[src/rtl/mem_request_unit.sv]
// Arbitrates core instruction fetches and data loads/stores onto a single RAM port.
// Data beats fetch on a tie; every access is bounded by a wait-cycle timeout that sets a sticky error.
module mem_request_unit #(
    parameter int ADDR_W  = 32,
    parameter int DATA_W  = 32,
    parameter int TIMEOUT = 15
) (
    input  logic              clk,
    input  logic              nRST,
    input  logic              imem_req,
    input  logic [ADDR_W-1:0] imem_addr,
    output logic [DATA_W-1:0] imem_load,
    output logic              i_ready,
    input  logic              dmem_ren,
    input  logic              dmem_wen,
    input  logic [ADDR_W-1:0] dmem_addr,
    input  logic [DATA_W-1:0] dmem_store,
    output logic [DATA_W-1:0] dmem_load,
    output logic              d_ready,
    output logic              ram_ren,
    output logic              ram_wen,
    output logic [ADDR_W-1:0] ram_addr,
    output logic [DATA_W-1:0] ram_store,
    input  logic [DATA_W-1:0] ram_load,
    input  logic              ram_ready,
    output logic              err
);

    localparam int CNT_W = $clog2(TIMEOUT + 1);

    typedef enum logic [1:0] {IDLE, DATA, INSTR} state_e;

    state_e            state_q, state_d;
    logic [CNT_W-1:0]  cnt_q, cnt_d, cnt_inc;
    logic              ram_ren_q, ram_ren_d;
    logic              ram_wen_q, ram_wen_d;
    logic [ADDR_W-1:0] ram_addr_q, ram_addr_d;
    logic [DATA_W-1:0] ram_store_q, ram_store_d;
    logic [DATA_W-1:0] imem_load_q, imem_load_d;
    logic [DATA_W-1:0] dmem_load_q, dmem_load_d;
    logic              i_ready_q, i_ready_d;
    logic              d_ready_q, d_ready_d;
    logic              err_q, err_d;

    assign cnt_inc = cnt_q + CNT_W'(1);

    always_comb begin
        // NOTE: every _d gets a default first so no path through the case infers a latch.
        state_d     = state_q;
        cnt_d       = cnt_q;
        ram_ren_d   = ram_ren_q;
        ram_wen_d   = ram_wen_q;
        ram_addr_d  = ram_addr_q;
        ram_store_d = ram_store_q;
        imem_load_d = imem_load_q;
        dmem_load_d = dmem_load_q;
        i_ready_d   = 1'b0;
        d_ready_d   = 1'b0;
        err_d       = err_q;

        case (state_q)
            IDLE: begin
                // The cycle a ready pulse is visible is a forced gap so the requester can drop its request.
                if (!i_ready_q && !d_ready_q) begin
                    if (dmem_ren || dmem_wen) begin
                        state_d     = DATA;
                        cnt_d       = '0;
                        ram_addr_d  = dmem_addr;
                        ram_store_d = dmem_store;
                        ram_wen_d   = dmem_wen;
                        ram_ren_d   = !dmem_wen;
                    end else if (imem_req) begin
                        state_d    = INSTR;
                        cnt_d      = '0;
                        ram_addr_d = imem_addr;
                        ram_ren_d  = 1'b1;
                        ram_wen_d  = 1'b0;
                    end
                end
            end
            DATA, INSTR: begin
                if (ram_ready) begin
                    state_d   = IDLE;
                    ram_ren_d = 1'b0;
                    ram_wen_d = 1'b0;
                    if (state_q == DATA) begin
                        d_ready_d = 1'b1;
                        if (ram_ren_q) dmem_load_d = ram_load;
                    end else begin
                        i_ready_d   = 1'b1;
                        imem_load_d = ram_load;
                    end
                end else begin
                    cnt_d = cnt_inc;
                    if (cnt_inc == CNT_W'(TIMEOUT)) begin
                        state_d   = IDLE;
                        ram_ren_d = 1'b0;
                        ram_wen_d = 1'b0;
                        err_d     = 1'b1;
                    end
                end
            end
            default: state_d = IDLE;
        endcase
    end

    always_ff @(posedge clk or negedge nRST) begin
        if (!nRST) begin
            state_q     <= IDLE;
            cnt_q       <= '0;
            ram_ren_q   <= 1'b0;
            ram_wen_q   <= 1'b0;
            ram_addr_q  <= '0;
            ram_store_q <= '0;
            imem_load_q <= '0;
            dmem_load_q <= '0;
            i_ready_q   <= 1'b0;
            d_ready_q   <= 1'b0;
            err_q       <= 1'b0;
        end else begin
            // NOTE: non-blocking so every flop samples the pre-edge value of its neighbours.
            state_q     <= state_d;
            cnt_q       <= cnt_d;
            ram_ren_q   <= ram_ren_d;
            ram_wen_q   <= ram_wen_d;
            ram_addr_q  <= ram_addr_d;
            ram_store_q <= ram_store_d;
            imem_load_q <= imem_load_d;
            dmem_load_q <= dmem_load_d;
            i_ready_q   <= i_ready_d;
            d_ready_q   <= d_ready_d;
            err_q       <= err_d;
        end
    end

    assign ram_ren   = ram_ren_q;
    assign ram_wen   = ram_wen_q;
    assign ram_addr  = ram_addr_q;
    assign ram_store = ram_store_q;
    assign imem_load = imem_load_q;
    assign dmem_load = dmem_load_q;
    assign i_ready   = i_ready_q;
    assign d_ready   = d_ready_q;
    assign err       = err_q;

endmodule

[config.mk]
export PLATFORM = sky130hd
export DESIGN_NAME = mem_request_unit
export DESIGN_NICKNAME = d
export VERILOG_FILES = /design/src/rtl/mem_request_unit.sv
export SDC_FILE = /design/constraint.sdc
export NUM_CORES = 1
export LEC_CHECK = 0
export ABC_AREA = 0
export CORE_MARGIN = 3
export CORE_UTILIZATION = 37
export DETAILED_ROUTE_END_ITERATION = 7
export PLACE_DENSITY = 0.75
export SETUP_SLACK_MARGIN = 0.5
export SKIP_CTS_REPAIR_TIMING = 1
export SYNTH_ARGS = -nofsm -noshare
export SYNTH_HDL_FRONTEND = slang
export SYNTH_SLANG_ARGS = --single-unit
[constraint.sdc]
create_clock -name clk -period 2.05 [get_ports clk]
set_input_delay 0.41 -clock clk [delete_from_list [all_inputs] [get_ports clk]]
set_output_delay 0.41 -clock clk [all_outputs]
set_load 0.005 [all_outputs]
* Word-level counts from Yosys, hierarchy flattened
Index checks and enable logic that the tools add are counted.
Word-level totals: register bits 139, bits in latches 0, RAM bits 0, memory bits (read-only) 0, input port bits 134, word-level logic and storage cells 67, memories 0
Cells by class: add/sub/neg operators 1, $mul 0, div/mod/pow operators 0, magnitude comparators 0, eq/ne operators 7, shifts and indexed selects 0, multiplexer cells 29, bitwise operators 2, reductions and logical operators 17
Operators by type and width (count):
- $mux W32 | 2
- $mux W4 | 4
- $reduce_and A3 Y1 | 5
- $mux W1 | 14
- $reduce_and A4 Y1 | 3
- $mux W2 | 5
- $pmux W4 S2 | 1
- $ne A3 B3 Y1 const B | 2
- $add A4 B1 Y4 const B | 1
- $eq A4 B4 Y1 const B | 1
- $ne A2 B2 Y1 const B | 2
- $pmux W1 S2 | 2
- $pmux W2 S2 | 1
- $reduce_bool A2 Y1 | 2
- $logic_not A1 Y1 | 3
- $eq A2 B1 Y1 const B | 1
- $eq A2 B2 Y1 const B | 1
- $logic_not A2 Y1 | 1
- $not A1 Y1 | 2
- $reduce_or A2 Y1 | 1
- $logic_and A1 B1 Y1 | 1
- $logic_or A1 B1 Y1 | 1

* Logic depth before layout (Yosys ltp)
Gate-level depths: netlist of the first run.
depth in word-level cells 5, gate-level depth with buffers 7

* Least setup slack after synthesis of the first run
Ideal clock, no wire load.
path type register to register, start reg state_q[0], end reg imem_load_q[10] (netlist: imem_load[10]), library setup time 0.125 ns, data arrival time 1.682 ns, data required time 1.925 ns, path slack 0.244 ns, cell stages (with the launch flop) 8, path buffers 2, clock period less this slack 1.806 ns, cells stage by stage dfrtp_1 > inv_1 > ha_1 > inv_1 > or3_1 > buf_2 > buf_6 > mux2_2
On the way: longest elaborated chain between the ends 3, elaborated cells between the ends (all ways) 5, those cells by class eq/ne (2); bitwise (1); reduce/logical (2)
Ends and longest elaborated chain:
- start: declaration | RTL line 33 | state_e state_q, state_d;
- start signal: assignment | RTL line 122 | state_q <= state_d;
- $eq A2 B1 Y1 or $eq A2 B2 Y1 (tied branches) | RTL line 61, 86
- $reduce_or A2 Y1 or $not A1 Y1 (tied branches)
- $reduce_and A3 Y1 (no line) *
- end signal: assignment | RTL line 128 | imem_load_q <= imem_load_d;
- end: declaration | RTL line 39 | logic [DATA_W-1:0] imem_load_q, imem_load_d;
Every way passes the cells marked *; elsewhere a longest branch is shown, timed or not. A chain may end at the register's enable or synchronous reset.

* Final worst setup path of the first run
start reg state_q[0], end reg imem_load_q[24] (netlist: imem_load[24])
The elaborated chain is that of the path after synthesis.

==> results of run 1 <==
==> kinds of logic (layout without fill, tap and decap cells) <==
| group | after synthesis | in the layout | synth area share [%] |
|---|---|---|---|
| and+or+nand+nor | 66 | 66 | 5.42 |
| AOI/OAI and AO/OA | 57 | 57 | 5.89 |
| buffers and inverters | 33 | 375 | 3.64 |
| adders and majority gates | 5 | 5 | 1.05 |
| DFF | 139 | 139 | 58.5 |
| muxes | 129 | 129 | 25.5 |
==> metal layers <==
| metal | GRT usage (%) | share of wire (%) |
|---|---|---|
| met1 | 20.4 | 38 |
| met2 | 32.1 | 53 |
| met3 | 7.57 | 7.5 |
| met4 | 6.58 | 1.6 |
| met5 | 0 | 0 |
==> critical path, cell delays in order, from the launching register on <==
cell and delay, ns:
dfrtp_1 0.40, inv_2 0.06, ha_4 0.32, inv_6 0.05, or3_4 0.38, buf_12 0.18
mux2_2 0.29
==> cell usage after synthesis (3+ instances only) <==
master	count
inv_1	8
or3_1	3
clkbuf_1	10
mux2i_1	33
nand2_1	4
dfrtp_1	139
ha_1	5
o21ai_0	3
buf_6	5
a22o_1	3
a21oi_1	37
buf_2	5
mux2_4	29
nor4_1	3
mux2_2	67
nor2_1	39
nand3_1	3
buf_12	3
==> per-stage QoR <==
stage               setup TNS [ns]  hold slack, ns  util (%)  instances
floorplan                        0           0.114         -        429
global placement             -4.83           0.353      57.8        901
detailed placement           -5.27           0.354      57.8        901
CTS                              0         -0.0976      61.8        932
global route                     0           0.487      69.8        982
finish                           0           0.468      69.8        982
==> registers in the layout, summed over array words and instances (netlist names) <==
register and cells:
state_q 2, i_ready 1, ram_ren 1, cnt_q 4, d_ready 1, dmem_load 32, ram_addr 32, ram_wen 1
err 1, imem_load 32, ram_store 32
==> cells in the final DEF (no fill, tap or decap), types with 8 or more instances in the layout <==
| master | n |
|---|---|
| nor2_4 | 18 |
| dfrtp_1 | 137 |
| nor2_1 | 14 |
| buf_6 | 8 |
| buf_4 | 43 |
| dlymetal6s2s_1 | 136 |
| a21oi_2 | 24 |
| mux2_2 | 67 |
| mux2_4 | 29 |
| a21oi_1 | 13 |
| clkdlybuf4s50_1 | 129 |
| mux2i_1 | 33 |
| clkbuf_16 | 26 |
==> power by group through the flow <==
stage	Clock (W)	Sequential [W]	Combinational [W]
final	0.00323	0.00498	0.00896
after floorplan	0	0.00495	0.00340
after detailed placement	0	0.00495	0.00711
after global placement	0	0.00487	0.00691
after CTS	0.00329	0.00494	0.00714
after global routing	0.00342	0.00513	0.00957
==> area by class of cell <==
type | instances | area, µm² | share of cell area, %
tap | 211 | 264 | 2.44
inverter | 8 | 40.0 | 0.371
multi-input combinational | 257 | 2570 | 23.8
sequential | 139 | 3480 | 32.2
clock inverter | 14 | 195 | 1.81
timing repair buffer | 336 | 3830 | 35.4
clock buffer | 17 | 425 | 3.94
==> worst paths after layout <==
check                                        from                   endpoint  slack (ns)  cells past startpoint
setup / recovery           state_q[0]$_DFFE_PN0P_  imem_load[24]$_DFFE_PN0P_        0.24                      6
min in group asynchronous                    nRST   ram_addr[15]$_DFFE_PN0P_        0.48                      2
max in group asynchronous                    nRST   dmem_load[6]$_DFFE_PN0P_        0.97                      3
hold reg to reg                   err$_DFFE_PN0P_            err$_DFFE_PN0P_        0.47                      1
hold / removal                    err$_DFFE_PN0P_            err$_DFFE_PN0P_        0.47                      1
setup reg to reg           state_q[0]$_DFFE_PN0P_  imem_load[24]$_DFFE_PN0P_        0.24                      6
==> flow_summary.toml, run 1 <==
[logic_synthesis]
yosys_warnings = 0
syn_avg_cell_area_um2 = 13.9
synth-seq-cells = 139
synth_area_leaders = "dfrtp_1 (58%), mux2_2 (13%), mux2_4 (7.3%)"
synth_top_area_share_pct = 58.5
synth_edf_count = 0
synthFlopType = "dfrtp_1"
yosysUniqueCellTypes = 40
ys_seq_area_share_pct = 58.5
synth_cells = 429
syn_area_mm2 = 0.00595
yosys.area.top_type = "dfrtp_1"
synth_nets = 568
async_flop_share_pct = 100

[clocking]
numCtsBuffers = 17
clockBufferDepth = 2
clock-sinks = 139
tritoncts = "built"
cts-root-buf = "clkbuf_16"
htree_levels = 4
worstSkewPairLatency_ns = 0.42
clk_pin_slew_ns = 0.06

[pwr]
internal_power_w = 0.0117
power.density_mw_per_mm2 = 1590
power_switching_w = 0.00549
clkPwrFrac_pct = 18.8
combPwrFrac_pct = 52.2
p_leak_nw = 5.76
p_seq_share_pct = 29.0
total_power_w = 0.0172
ir_drop_uv = 892
swShare_pct = 32.0

[flow_run]
drv_cap = 0

[worst_setup_path]
start_kind = "flip-flop"
crit_fanout = 17
cp_data_required_time_ns = 2.34
critPathCaptureType = "flip-flop"
criticalPathCategory = "flip-flop to flip-flop"
arrival_ns = 2.10

[sta]
period_share_pct = 88.1
rsz0062_at_grt = "true"
fin_crit_ns = 1.81
finalHoldViolations = 0
slew_violations = 0
worst_pin_slew_ns = 0.404
slew_headroom_pct = 73.1
clock_skew_ns = 0.00548
layout_setup_ws_ns = 0.244
fmax_mhz = 554
setup_viol = 0

[place]
place_area_mm2 = 0.00895
dpl.hpwl_um = 11800
pre_cts_slack_ns = -0.183
io_buffers = 266
gp_congestion = 0.818

[die]
die_area_mm2 = 0.0176
chipWidth_um = 133
ioPinCount = 267
start_util_pct = 38.4
core_region_area_mm2 = 0.0155
rows = 45
die_height_um = 133

[outcome]
status = "complete, no violations"

[final_layout]
diodes = 0
n_fill_cell = 1024
fin_area_mm2 = 0.0108
nets = 898
drive_above_1_share_pct = 34.8
area_growth_pct = 81.5

[route]
dr.pass1.iters = 4
vias = 4836
drt_wl_total_um = 18900
drt_iter0_drc = 138
viasPerCell = 4.92
antenna_left = 0
drc_errors = 0
wire_per_inst_um = 19.2

[global_route]
grt_pass1_vias = 4978
antenna_found_initial = 0
grt_overflow = 0
track_usage_pct = 18.5
grt_pass1_wl_um = 25800
grt_max_degree = 51

[hold_path]
hold_class = "flip-flop to flip-flop"
Note: power is estimated with default switching activity, not from simulation.
==> inputs of run 2 (changes only) <==
--- a/config.mk
+++ b/config.mk
@@ -12,6 +12,7 @@
 export PLACE_DENSITY = 0.75
 export SETUP_SLACK_MARGIN = 0.5
 export SKIP_CTS_REPAIR_TIMING = 1
+export SLEW_MARGIN = 40
 export SYNTH_ARGS = -nofsm -noshare
 export SYNTH_HDL_FRONTEND = slang
 export SYNTH_SLANG_ARGS = --single-unit
==> results of run 2 <==
No change in the layout: final DEF, timing and power equal those of run 1.
==> inputs of run 3 (changes only) <==
--- a/config.mk
+++ b/config.mk
@@ -5,7 +5,6 @@
 export SDC_FILE = /design/constraint.sdc
 export NUM_CORES = 1
 export LEC_CHECK = 0
-export ABC_AREA = 0
 export CORE_MARGIN = 3
 export CORE_UTILIZATION = 37
 export DETAILED_ROUTE_END_ITERATION = 7
==> constraint.sdc (replaced) <==
create_clock -name clk -period 2.05 [get_ports clk]
set_input_delay 0.205 -clock clk [delete_from_list [all_inputs] [get_ports clk]]
set_output_delay 0.205 -clock clk [all_outputs]
set_load 0.005 [all_outputs]
==> run 3 against run 2 <==
Effect of this change:
- combinational power fell by 1%
- global-route usage fell by 0.55 points
- maximum frequency fell by 0.51%
- count of clock-buffer cells in the layout rose by 1
- sequential share of layout area rose by 1.8 points
- clock power fell by 8.0%
- register-to-register slack barely moved
- die area did not move
- cell count fell by 1.6%
- sequential power barely moved
- clock skew rose by 0.0025 ns
- non-clock buffer count fell by 17
==> flow_summary.toml, run 3 (synthesized netlist as in run 1, its figures left out) <==
[pwr]
ir_drop_uv = 797
power.density_mw_per_mm2 = 1650
p_leak_nw = 4.46

[sta]
setup_viol = 0
slew_headroom_pct = 67.0
period_share_pct = 88.6
rsz0062_at_grt = "true"
clock_skew_ns = 0.00793
finalHoldViolations = 0
setup-tns-final_ns = 0
worst_pin_slew_ns = 0.495
fmax_mhz = 551
slew_violations = 0
fin_crit_ns = 1.82

[worst_setup_path]
critPathCaptureType = "flip-flop"
reg2reg_setup_slack_ns = 0.23
start_kind = "flip-flop"
criticalPathCategory = "flip-flop to flip-flop"
arrival_ns = 2.11
cp_data_required_time_ns = 2.34
crit_fanout = 16

[clocking]
cts-root-buf = "clkbuf_16"
numCtsBuffers = 17
worstSkewPairLatency_ns = 0.42
clockBufferDepth = 2
tritoncts = "built"
clk_pin_slew_ns = 0.06
clock-sinks = 139
htree_levels = 4

[final_layout]
fin_util_pct = 66.0
n_fill_cell = 1119
final_common_cell = "clkdlybuf4s50_1"
diodes = 0
area_growth_pct = 71.8
regArea_mm2 = 0.00348
nets = 881
drive_above_1_share_pct = 33.1
mostFrequentLayoutCells = "clkdlybuf4s50_1 (249), dfrtp_1 (137), mux2_2 (67), mux2i_1 (33), buf_4 (30)"
multi_input_comb_area_mm2 = 0.00249

[die]
die_height_um = 133
core_region_area_mm2 = 0.0155
rows = 45
die_area_mm2 = 0.0176
start_util_pct = 38.4
ioPinCount = 267
chipWidth_um = 133

[flow_run]
drv_cap = 0

[route]
wire_per_inst_um = 18.5
drc_errors = 0
antenna_left = 0
vias = 4778
viasPerCell = 4.95
dr.pass1.iters = 5
drt_iter0_drc = 133
drt_wl_total_um = 17900

[outcome]
status = "complete, no violations"

[place]
dpl.hpwl_um = 11600
io_buffers = 266
gp_congestion = 0.792

[global_route]
antenna_found_initial = 0
grt_max_degree = 84
track_usage_pct = 17.9
grt_pass1_wl_um = 25400
grt_pass1_vias = 4990
grt_overflow = 0

[hold_path]
hold_class = "input pin to async pin"
run 3: path summary, 6_finish.rpt:
kind,start,to,cells past startpoint
max in group asynchronous,nRST,ram_store[13]$_DFFE_PN0P_,3
min,nRST,ram_addr[15]$_DFFE_PN0P_,2
max,state_q[1]$_DFFE_PN0P_,imem_load[31]$_DFFE_PN0P_,6
min in group clk,dmem_store[27],ram_store[27]$_DFFE_PN0P_,2
min reg2reg,err$_DFFE_PN0P_,err$_DFFE_PN0P_,1
max reg2reg,state_q[1]$_DFFE_PN0P_,imem_load[31]$_DFFE_PN0P_,6
run 3: stage by stage:
stage	hold slack (ns)	cells	total power, W	setup WS (ns)	area (µm²)
6_report	0.176	966	0.0168	0.234	10200
5_1_grt	0.174	966	0.0177	0.210	10200
4_1_cts	-0.402	927	0.0150	0.150	9470
3_5_place_dp	0.0489	895	0.0120	0.0483	8890
3_3_place_gp	0.0454	895	0.0117	0.0608	8890
2_1_floorplan	-0.0906	429	0.00835	0.306	5990
run 3: report_power, final:
group	leakage [nW]	switching, W	internal (W)
clock network	0.276	0.00118	0.00179
registers	1.64	0.000856	0.00414
logic	2.55	0.00327	0.00559
run 3: layout make-up:
cell class / count / area share (%)
Clock inverter: 14 / 1.43
Sequential cell: 139 / 34.0
Timing Repair Buffer: 319 / 33.0
Tap cell: 211 / 2.58
Inverter: 8 / 0.367
Clock buffer: 18 / 4.20
Multi-Input combinational cell: 257 / 24.4
run 3: critical path: stages, from the launching register on:
cell,delay (ns)
dfrtp_1,0.37
inv_2,0.07
ha_4,0.32
inv_4,0.06
or3_4,0.38
clkbuf_16,0.21
mux2_2,0.28
run 3: layer usage:
metal | global-route usage (%) | vias up | share of wire [%]
met1 | 21.3 | 2387 | 39
met3 | 7.30 | 18 | 7.8
li1 | - | 2145 | -
met2 | 30.3 | 228 | 52
met4 | 4.50 | 0 | 1.1
met5 | 0 | - | 0
